<file path="config.mk">
export PLATFORM = sky130hd
export DESIGN_NAME = multichannel_transition_monitor
export DESIGN_NICKNAME = d
export VERILOG_FILES = /design/src/rtl/transition_monitor_pkg.sv /design/src/rtl/edge_detect_ch.sv /design/src/rtl/multichannel_transition_monitor.sv
export SDC_FILE = /design/constraint.sdc
export NUM_CORES = 1
export LEC_CHECK = 0
export CAP_MARGIN = 20
export CORE_ASPECT_RATIO = 1.4
export CORE_MARGIN = 3
export CORE_UTILIZATION = 45
export CTS_BUF_LIST = sky130_fd_sc_hd__clkbuf_4
export DETAILED_ROUTE_END_ITERATION = 10
export DONT_BUFFER_PORTS = 1
export HOLD_SLACK_MARGIN = 0.02
export SLEW_MARGIN = 40
export SYNTH_ARGS = -nofsm -noshare
export SYNTH_HDL_FRONTEND = slang
export SYNTH_SLANG_ARGS = --single-unit
</file>
<file path="constraint.sdc">
create_clock -name clk -period 2.4 [get_ports clk]
set_clock_uncertainty 0.15 [all_clocks]
set_input_delay 0.48 -clock clk [delete_from_list [all_inputs] [get_ports clk]]
set_output_delay 0.48 -clock clk [all_outputs]
set_load 0.05 [all_outputs]
</file>
<file path="src/rtl/transition_monitor_pkg.sv">
// Shared types for the multichannel transition monitor: FSM state encoding,
// edge-mode encodings and the per-bit edge qualification helper.
package transition_monitor_pkg;

  typedef enum logic [1:0] {
    ST_IDLE   = 2'd0,
    ST_WINDOW = 2'd1,
    ST_REPORT = 2'd2
  } state_e;

  localparam logic [1:0] MODE_BOTH = 2'b00;
  localparam logic [1:0] MODE_RISE = 2'b01;
  localparam logic [1:0] MODE_FALL = 2'b10;
  localparam logic [1:0] MODE_OFF  = 2'b11;

  // Qualifies a level change from prev to cur against the selected edge mode.
  function automatic logic edge_qual(input logic cur, input logic prev, input logic [1:0] mode);
    logic raw;
    raw = cur ^ prev;
    case (mode)
      MODE_BOTH: edge_qual = raw;
      MODE_RISE: edge_qual = raw & cur;
      MODE_FALL: edge_qual = raw & prev;
      default:   edge_qual = 1'b0;
    endcase
  endfunction

endpackage

</file>
<file path="src/rtl/edge_detect_ch.sv">
// Single-channel registered edge detector with mode qualification and priming.
// Optional 2-sample stability filter when GLITCH_FILTER_EN is defined.
module edge_detect_ch
  import transition_monitor_pkg::*;
(
  input  logic       clk,
  input  logic       reset,
  input  logic       data_in,
  input  logic [1:0] mode,
  output logic       transition
);

  logic r_data_q;
  logic r_transition;
  logic w_level;

`ifdef GLITCH_FILTER_EN
  logic       r_sample;
  logic [1:0] r_prime;

  // r_data_q is the accepted (stable) level; a new level needs two equal samples.
  assign w_level = (data_in == r_sample) ? data_in : r_data_q;

  always_ff @(posedge clk or negedge reset) begin
    if (!reset) begin
      r_sample     <= 1'b0;
      r_data_q     <= 1'b0;
      r_prime      <= 2'd0;
      r_transition <= 1'b0;
    end else begin
      r_sample     <= data_in;
      r_transition <= 1'b0;
      if (r_prime == 2'd0) begin
        r_data_q <= data_in;
        r_prime  <= 2'd1;
      end else begin
        r_data_q <= w_level;
        if (r_prime == 2'd1) begin
          r_prime <= 2'd2;
        end else begin
          r_transition <= edge_qual(w_level, r_data_q, mode);
        end
      end
    end
  end
`else
  logic r_prime;

  assign w_level = data_in;

  always_ff @(posedge clk or negedge reset) begin
    if (!reset) begin
      r_data_q     <= 1'b0;
      r_prime      <= 1'b0;
      r_transition <= 1'b0;
    end else begin
      r_data_q     <= data_in;
      r_prime      <= 1'b1;
      r_transition <= r_prime ? edge_qual(w_level, r_data_q, mode) : 1'b0;
    end
  end
`endif

  assign transition = r_transition;

endmodule

</file>
<file path="src/rtl/multichannel_transition_monitor.sv">
// Multichannel transition monitor: per-channel edge pulses, armed detection
// window, valid/ready error report and saturating report counter.
// Build option GLITCH_FILTER_EN adds a 2-sample filter in each channel.
//
// state     | meaning
// ST_IDLE   | waiting for arm
// ST_WINDOW | accumulating transition into the mask for WINDOW samples
// ST_REPORT | err_valid high, mask held until err_ready
module multichannel_transition_monitor
  import transition_monitor_pkg::*;
#(
  parameter int CHANNELS = 8,
  parameter int WINDOW   = 4,
  parameter int CNT_W    = 8
) (
  input  logic                clk,
  input  logic                reset,
  input  logic [CHANNELS-1:0] data_in,
  input  logic [1:0]          mode,
  input  logic                arm,
  output logic [CHANNELS-1:0] transition,
  output logic                busy,
  output logic                err_valid,
  output logic [CHANNELS-1:0] err_mask,
  input  logic                err_ready,
  output logic [CNT_W-1:0]    err_count
);

  localparam int WIN_W = (WINDOW > 1) ? $clog2(WINDOW) : 1;

  state_e              r_state, w_state_nxt;
  logic [WIN_W-1:0]    r_win_cnt, w_win_cnt_nxt;
  logic [CHANNELS-1:0] r_mask_acc, w_mask_acc_nxt;
  logic [CHANNELS-1:0] r_err_mask, w_err_mask_nxt;
  logic                r_err_valid, w_err_valid_nxt;
  logic [CNT_W-1:0]    r_err_count, w_err_count_nxt;
  logic [CHANNELS-1:0] w_transition;
  logic [CHANNELS-1:0] w_acc_final;

  for (genvar g = 0; g < CHANNELS; g++) begin : g_ch
    edge_detect_ch u_edge (
      .clk        (clk),
      .reset      (reset),
      .data_in    (data_in[g]),
      .mode       (mode),
      .transition (w_transition[g])
    );
  end

  always_ff @(posedge clk or negedge reset) begin
    if (!reset) begin
      r_state     <= ST_IDLE;
      r_win_cnt   <= '0;
      r_mask_acc  <= '0;
      r_err_mask  <= '0;
      r_err_valid <= 1'b0;
      r_err_count <= '0;
    end else begin
      r_state     <= w_state_nxt;
      r_win_cnt   <= w_win_cnt_nxt;
      r_mask_acc  <= w_mask_acc_nxt;
      r_err_mask  <= w_err_mask_nxt;
      r_err_valid <= w_err_valid_nxt;
      r_err_count <= w_err_count_nxt;
    end
  end

  // The last window sample is folded in on the same edge that closes the window.
  assign w_acc_final = r_mask_acc | w_transition;

  always_comb begin
    w_state_nxt     = r_state;
    w_win_cnt_nxt   = r_win_cnt;
    w_mask_acc_nxt  = r_mask_acc;
    w_err_mask_nxt  = r_err_mask;
    w_err_valid_nxt = r_err_valid;
    w_err_count_nxt = r_err_count;
    case (r_state)
      ST_IDLE: begin
        if (arm) begin
          w_state_nxt    = ST_WINDOW;
          w_win_cnt_nxt  = WIN_W'(WINDOW - 1);
          w_mask_acc_nxt = '0;
        end
      end
      ST_WINDOW: begin
        w_mask_acc_nxt = w_acc_final;
        if (r_win_cnt == '0) begin
          if (|w_acc_final) begin
            w_state_nxt     = ST_REPORT;
            w_err_mask_nxt  = w_acc_final;
            w_err_valid_nxt = 1'b1;
          end else begin
            w_state_nxt = ST_IDLE;
          end
        end else begin
          w_win_cnt_nxt = r_win_cnt - WIN_W'(1);
        end
      end
      ST_REPORT: begin
        if (err_ready) begin
          w_state_nxt     = ST_IDLE;
          w_err_valid_nxt = 1'b0;
          if (r_err_count != {CNT_W{1'b1}}) begin
            w_err_count_nxt = r_err_count + CNT_W'(1);
          end
        end
      end
      default: w_state_nxt = ST_IDLE;
    endcase
  end

  assign transition = w_transition;
  assign busy       = (r_state != ST_IDLE);
  assign err_valid  = r_err_valid;
  assign err_mask   = r_err_mask;
  assign err_count  = r_err_count;

endmodule

</file>
==> results.txt <==
* Type of the tightest min-delay check: in -> reg
- Count of final hold-check violations: 0
* # IOs: 40
* Worst-case register-to-register setup slack: 540 ps
- First-pass GRT wire length: ~6.3 mm
* Netlist cell types: 33
- The die is 63.6 µm wide.
- At the pin with the least slew margin, the transition time is 621 ps.
- During synthesis, Yosys emitted a total of 0 warnings.
- Layout cells sized above 1: 0.124
- Worst path cell trace: or2_2
- STA puts the critical path data required time at 1770 ps.
- Total Routing Usage GR: 0.148
- For this run, the detailed router's first-pass iteration total came to 4.
- Power spread over the standard cell area amounts to slightly above 1000 nW/µm².
- In the routed layout, each cell is associated on average with a via count of 4.93.
- Data on the critical path arrives at its endpoint at 1380 ps.
- Post-route antenna net violation count: 0
- Storage cell area: 1150 µm²
* Number of sinks driven by the clock tree: 46
- The synthesized design spends more area on one cell type than any other, namely dfrtp_1.
- Number of DRC markers after the initial detailed-route iteration: 39
- Max-slew violations: 0
* Post-route fraction of the period consumed by the critical path: 0.838
- The die covers 5510 µm².
- Launch instance of the worst register-to-register path: r_state[0]
* Time the final worst path needs with I/O delays and setup: 2010 ps
- For this run, the slowest stage of the critical path takes 540 ps.
- Detailed placement finished with a half-perimeter wire length of 2.78 mm.
- Highest layer used for signal routing: met4
- The run finished with clean final reports.
- Part of the Yosys area used for sequential elements: 0.550
* Crit path buf inv count: 0
* Final net count: 237
- In the synthesized netlist the dominant register cell turns out to be dfrtp_1.
* Via count: 1371
- Post-DP Area: around 2200 µm²
- Setup repair after global routing left no endpoint under its margin.
- Top cells by count, synth: dfrtp_1, nor2_1, a21oi_1, inv_1, xnor2_1
- Leakage component of the power: 1.18 nW
- Top fanout value on the critical path: 14
- In this run the worst setup path begins at r_state[0].
* Post-Synthesis Mean Instance Area: 10.6 µm²
* Root buffer selected by CTS: clkbuf_4
* Area share of the largest cell type after synthesis: 0.550
* Category of the worst setup path capture point: output pin
* Layout Cell Area excl Fill: 2390 µm²
* Layout overhead on the synthesized area: 14.1%
* Worst-case reg-to-reg path depth: 3
- Critical Path Source Type: flop
- Yosys mapped a number of flops with a built-in enable equal to 0.
- Pin count of the biggest net entering global routing: 47
- In the post-synthesis netlist, the biggest area contributors are dfrtp_1, xnor2_1, nor2_1.
* Number of gates on the worst path with buffers counted: 1
- Critical Path Slowest Stage Cell: dfrtp_1
- Yosys instantiated no cell more often than dfrtp_1.
- Based on the critical path, the design can be clocked at up to 497 MHz.
- Syn nets: roughly 220
- Summing all multi-input logic gate instances after layout gives 786 µm².
- Setup TNS: 0 ps
- After floorplanning, the core was sized to cover 4340 µm².
* ANT cells: 0
- The count of buffers added on input and output ports is 0.
* Maximum resistive drop on vdd: 0.481 mV
* Number of buffers created by CTS: 5
- Summed over all layers, the routed wires come to 3.75 mm.
* Met1 routed wirelength after detailed routing: 1.50 mm
- Clock-pin slew was measured on the worst setup and hold paths at 130 ps.
- TritonCTS built the clock tree.
- After detailed routing, the number of remaining DRC violations is 0.
- Summed over all nets, wire length on met3 after detailed routing comes to 245 µm.
* Starting density of the core: 0.482
- #FFs+latches synth: 46
* Routed length per placed instance: 13.5 µm
* Die Y-Extent: 86.7 µm
- Share of flip-flops with an asynchronous set or reset: 1.00
* Number of antenna violations at the first check in global routing: 0
- Clock Tree Buf Depth: 2
- Number of global-route vias before repair: 1373
* Max-cap check violation count: 0
- Post-synthesis instance area: 2090 µm²
- At the end of routability-driven placement, the weighted congestion stood at 0.754.
- # H-tree levels: 2
- Setup violations remaining at the end of the flow were counted as 0.
* Filler Cells Inserted: 400
- The total overflow left after global routing is 0.
- Category of cells accounting for the largest share of critical-path delay: flip-flops
- The initialized floorplan defines 28 standard-cell rows.
* Wire length on met2: 1.97 mm
* CP Class: reg -> out
- CP Capture Point: busy
* Worst skew pair latency: 350 ps
- The worst register-to-register path ends at err_valid.
* Normalized max-slew margin: 0.584
- Post-synthesis instance total: between 150 and 200
- Post-CTS Repair Setup Buffers: 0
## flip-flops by register name, summed over array words and instances, names as in the netlist, 2 cells and up
name and count:
g_ch.u_edge.transition 8, r_mask_acc 8, g_ch.u_edge.r_data_q 8, err_count 8, r_win_cnt 2, err_mask 8, r_state 2
## how the worst min path moves through the flow
stage,start,end,slack [ps],cells after the start
5_1_grt,data_in[0],g_ch[0].u_edge.transition,110,2
6_report,data_in[0],g_ch[0].u_edge.transition,120,2
3_3_place_gp,reset,err_mask[3],40,0
3_5_place_dp,reset,err_mask[7],40,0
4_1_cts,err_ready,r_state[1],20,1
2_1_floorplan,reset,err_count[0],30,0
## layout by cell type (no fill, tap or decap), types with 2 or more instances in the layout
cell,n
mux2i_1,8
clkbuf_4,5
dfrtp_1,46
clkinv_1,2
nor3_1,7
nor2_1,31
xor2_1,6
nand2b_1,3
a21oi_1,18
nand3b_1,2
nor4_1,4
inv_1,16
buf_4,15
nand3_1,2
xnor2_1,15
a31oi_1,2
nand2_1,6
dlygate4sd3_1,10
ha_1,5
## cell families (layout without fill, tap and decap cells)
group | after synthesis | after routing | synth area share
and+or+nand+nor | 62 | 62 | 0.146
muxes | 9 | 9 | 0.0455
xor gates and xnor gates | 21 | 21 | 0.0879
other | 1 | 1 | 0.00179
AOI/OAI and AO/OA | 24 | 24 | 0.0646
DFF | 46 | 46 | 0.550
buffers and inverters | 30 | 50 | 0.0742
adders and majority gates | 5 | 5 | 0.0299
## area by class of cell
cell class | count | share of cell area
clock inverter | 2 | 0.0142
tap | 60 | 0.0314
inverter | 17 | 0.0267
sequential | 46 | 0.482
timing repair buffer | 26 | 0.101
multi-input combinational | 122 | 0.329
clock buffer | 5 | 0.0157
## metal layers
metal,up-vias,GRT usage
met5,-,0
met4,0,0.0472
met3,2,0.0571
met2,42,0.259
met1,649,0.167
li1,678,-
## what timing repair did
action,in CTS,in global routing
endpoints found under the setup margin,0,0
hold buffers,10,1
endpoints found under the hold margin,54,1
resized for setup,0,0
## metrics by stage
stage          hold WS, ps  utilization  std cells  power [mW]  setup slack [ps]
2_1_floorplan         34.4            -        198        1.64               449
3_3_place_gp          35.7        0.504        260        1.93               593
3_5_place_dp          35.6        0.504        260        1.96               499
4_1_cts               24.1        0.547        277        2.44               376
5_1_grt                108        0.550        278        2.57               314
6_report               124        0.550        278        2.41               389
## power breakdown
part | switching (mW) | leakage, nW | internal (mW)
registers | 0.411 | 0.596 | 0.937
clock network | 0.233 | 0.0387 | 0.211
logic | 0.371 | 0.548 | 0.248
(Power assumes the default switching activity.)
==> RTL edit, RTL diff (same settings) <==
The 3 states of `state_e` get a one-hot encoding in 3 bits.
--- a/src/rtl/transition_monitor_pkg.sv
+++ b/src/rtl/transition_monitor_pkg.sv
@@ -2,10 +2,10 @@
 // edge-mode encodings and the per-bit edge qualification helper.
 package transition_monitor_pkg;
 
-  typedef enum logic [1:0] {
-    ST_IDLE   = 2'd0,
-    ST_WINDOW = 2'd1,
-    ST_REPORT = 2'd2
+  typedef enum logic [2:0] {
+    ST_IDLE   = 3'b001,
+    ST_WINDOW = 3'b010,
+    ST_REPORT = 3'b100
   } state_e;
 
   localparam logic [1:0] MODE_BOTH = 2'b00;
Function: same outputs for any inputs over 10 cycles, from zero or initial values and one cycle with reset low; not proved beyond that.
==> RTL edit against the original RTL <==
Sequential share of layout area grew 0.49 points; power is 18% lower; highest routed layer unchanged; largest cell class unchanged; worst setup slack worse by 99 ps; critical path type unchanged; synthesized area grew 2.2%; largest power group unchanged; sequential cell count rose by 1; first-iteration DRC count increased by 38%; synthesized cell count fell by 3.0%; final cell count shrank 1.1%; non-clock buffer count fell by 1; routed wire length rose by 5.1%; design area is 1.3% higher; critical path depth is 1 higher; via count grew 0.95%.
==> RTL edit: results (changes against the original RTL) <==
max incr delay on CP 650 ps (+110 ps); RR Startpoint g_ch[4].u_edge.transition; hold path depth 1 (-1); DR vias 1,384 (+0.95%); P_leak 1.18 nW (-0.28%); DRT iter0 DRCs 54 (+38%); reg2reg setup slack 560 ps (+20 ps); GP Congestion 0.814 (+8.0%); Crit Path Max Fanout 10 (-4); Slew headroom 56.8% (-1.6 points); Synth cell types 36 (+9.1%); r2r endpoint err_mask[7]; Reg2Reg Depth 4 (+1); status complete, no violations; ranking of synthesized cells by area dfrtp_1 (54%), xnor2_1 (5.7%), nor2_1 (4.6%); Post-synth top cells dfrtp_1 (46), nor2_1 (26), inv_1 (15); hold path endpoint err_valid; min-delay src err_ready; DRT Pass-1 Iters 5 (+1); Synthesized Nets 211 (-2.8%); register area share after synthesis 55.1% (about the same); number of global-route vias before repair 1,488 (+8.4%); pin count of the biggest net entering global routing 48 (+2.1%); Max VDD drop 0.000550 V (+15%); total track usage 15.6% (+0.74 points); initial antenna violation count 0 (unchanged); hpwl dp 2960 um (+6.6%); layout cell share with drive strength beyond 1 14.6% (+2.2 points); # port buffers 0 (unchanged); Starting Density 46.8% (-1.4 points)
==> RTL edit: changes by cell type in the layout (fill, tap and decap cells not counted), moves of 2 or more <==
cell,unedited run,this run
a22o_1,0,4
o22a_1,0,2
nand3_1,2,5
nor3_1,7,11
nor2_1,31,26
a31oi_1,2,0
clkinv_1,2,0
clkbuf_4,5,7
a21oi_1,18,6
o21ai_1,0,2
==> RTL edit: cell type report <==
| class | instances | area, um^2 |
|---|---|---|
| sequential | 47 | 1180 |
| timing repair buffer | 25 | 230 |
| fill | 436 | 2150 |
| tap | 62 | 77.6 |
| multi-input combinational | 118 | 818 |
| clock inverter | 1 | 5.00 |
| inverter | 15 | 56.3 |
| clock buffer | 7 | 52.6 |
==> RTL edit: worst max path at each step <==
stage                             from                        end  slack (ps)  depth (start not counted)
final                       r_state[2]                       busy         290                          2
after global routing        r_state[2]                       busy         190                          2
after CTS                   r_state[2]                       busy         270                          2
after detailed placement       mode[0]  g_ch[2].u_edge.transition         520                          4
after global placement         mode[0]  g_ch[2].u_edge.transition         560                          4
after floorplan           err_count[0]               err_count[1]         430                          4
==> RTL edit: metal layers <==
metal | share of wire (%) | global-route usage [%] | vias up
li1 | - | - | 680
met1 | 36 | 15.5 | 655
met2 | 54 | 28.1 | 42
met3 | 8.0 | 6.93 | 7
met4 | 2.2 | 6.54 | 0
met5 | 0 | 0 | -
==> RTL edit: kinds of logic after synthesis <==
group | share of synthesized area, %
flops | 55.1
xor+xnor | 8.60
fa+ha+maj | 2.93
simple gates | 14.6
buf+inv | 6.67
compound gates | 7.72
other cells | 0.175
mux | 4.27
==> RTL edit: power by group <==
part	internal [W]	switching, W
Combinational	0.000179	0.000299
Clock	0.000137	0.000226
Sequential	0.000904	0.000239
==> RTL edit: per-stage QoR <==
step                      hold slack [ps]  area [um^2]  instances  setup WS (ps)
final                                80.8         2420        275            290
after global routing                 59.2         2420        275            191
after CTS                            64.7         2420        275            267
after detailed placement             35.5         2240        257            524
after global placement               35.4         2240        257            559
after floorplan                      34.4         2140        192            429
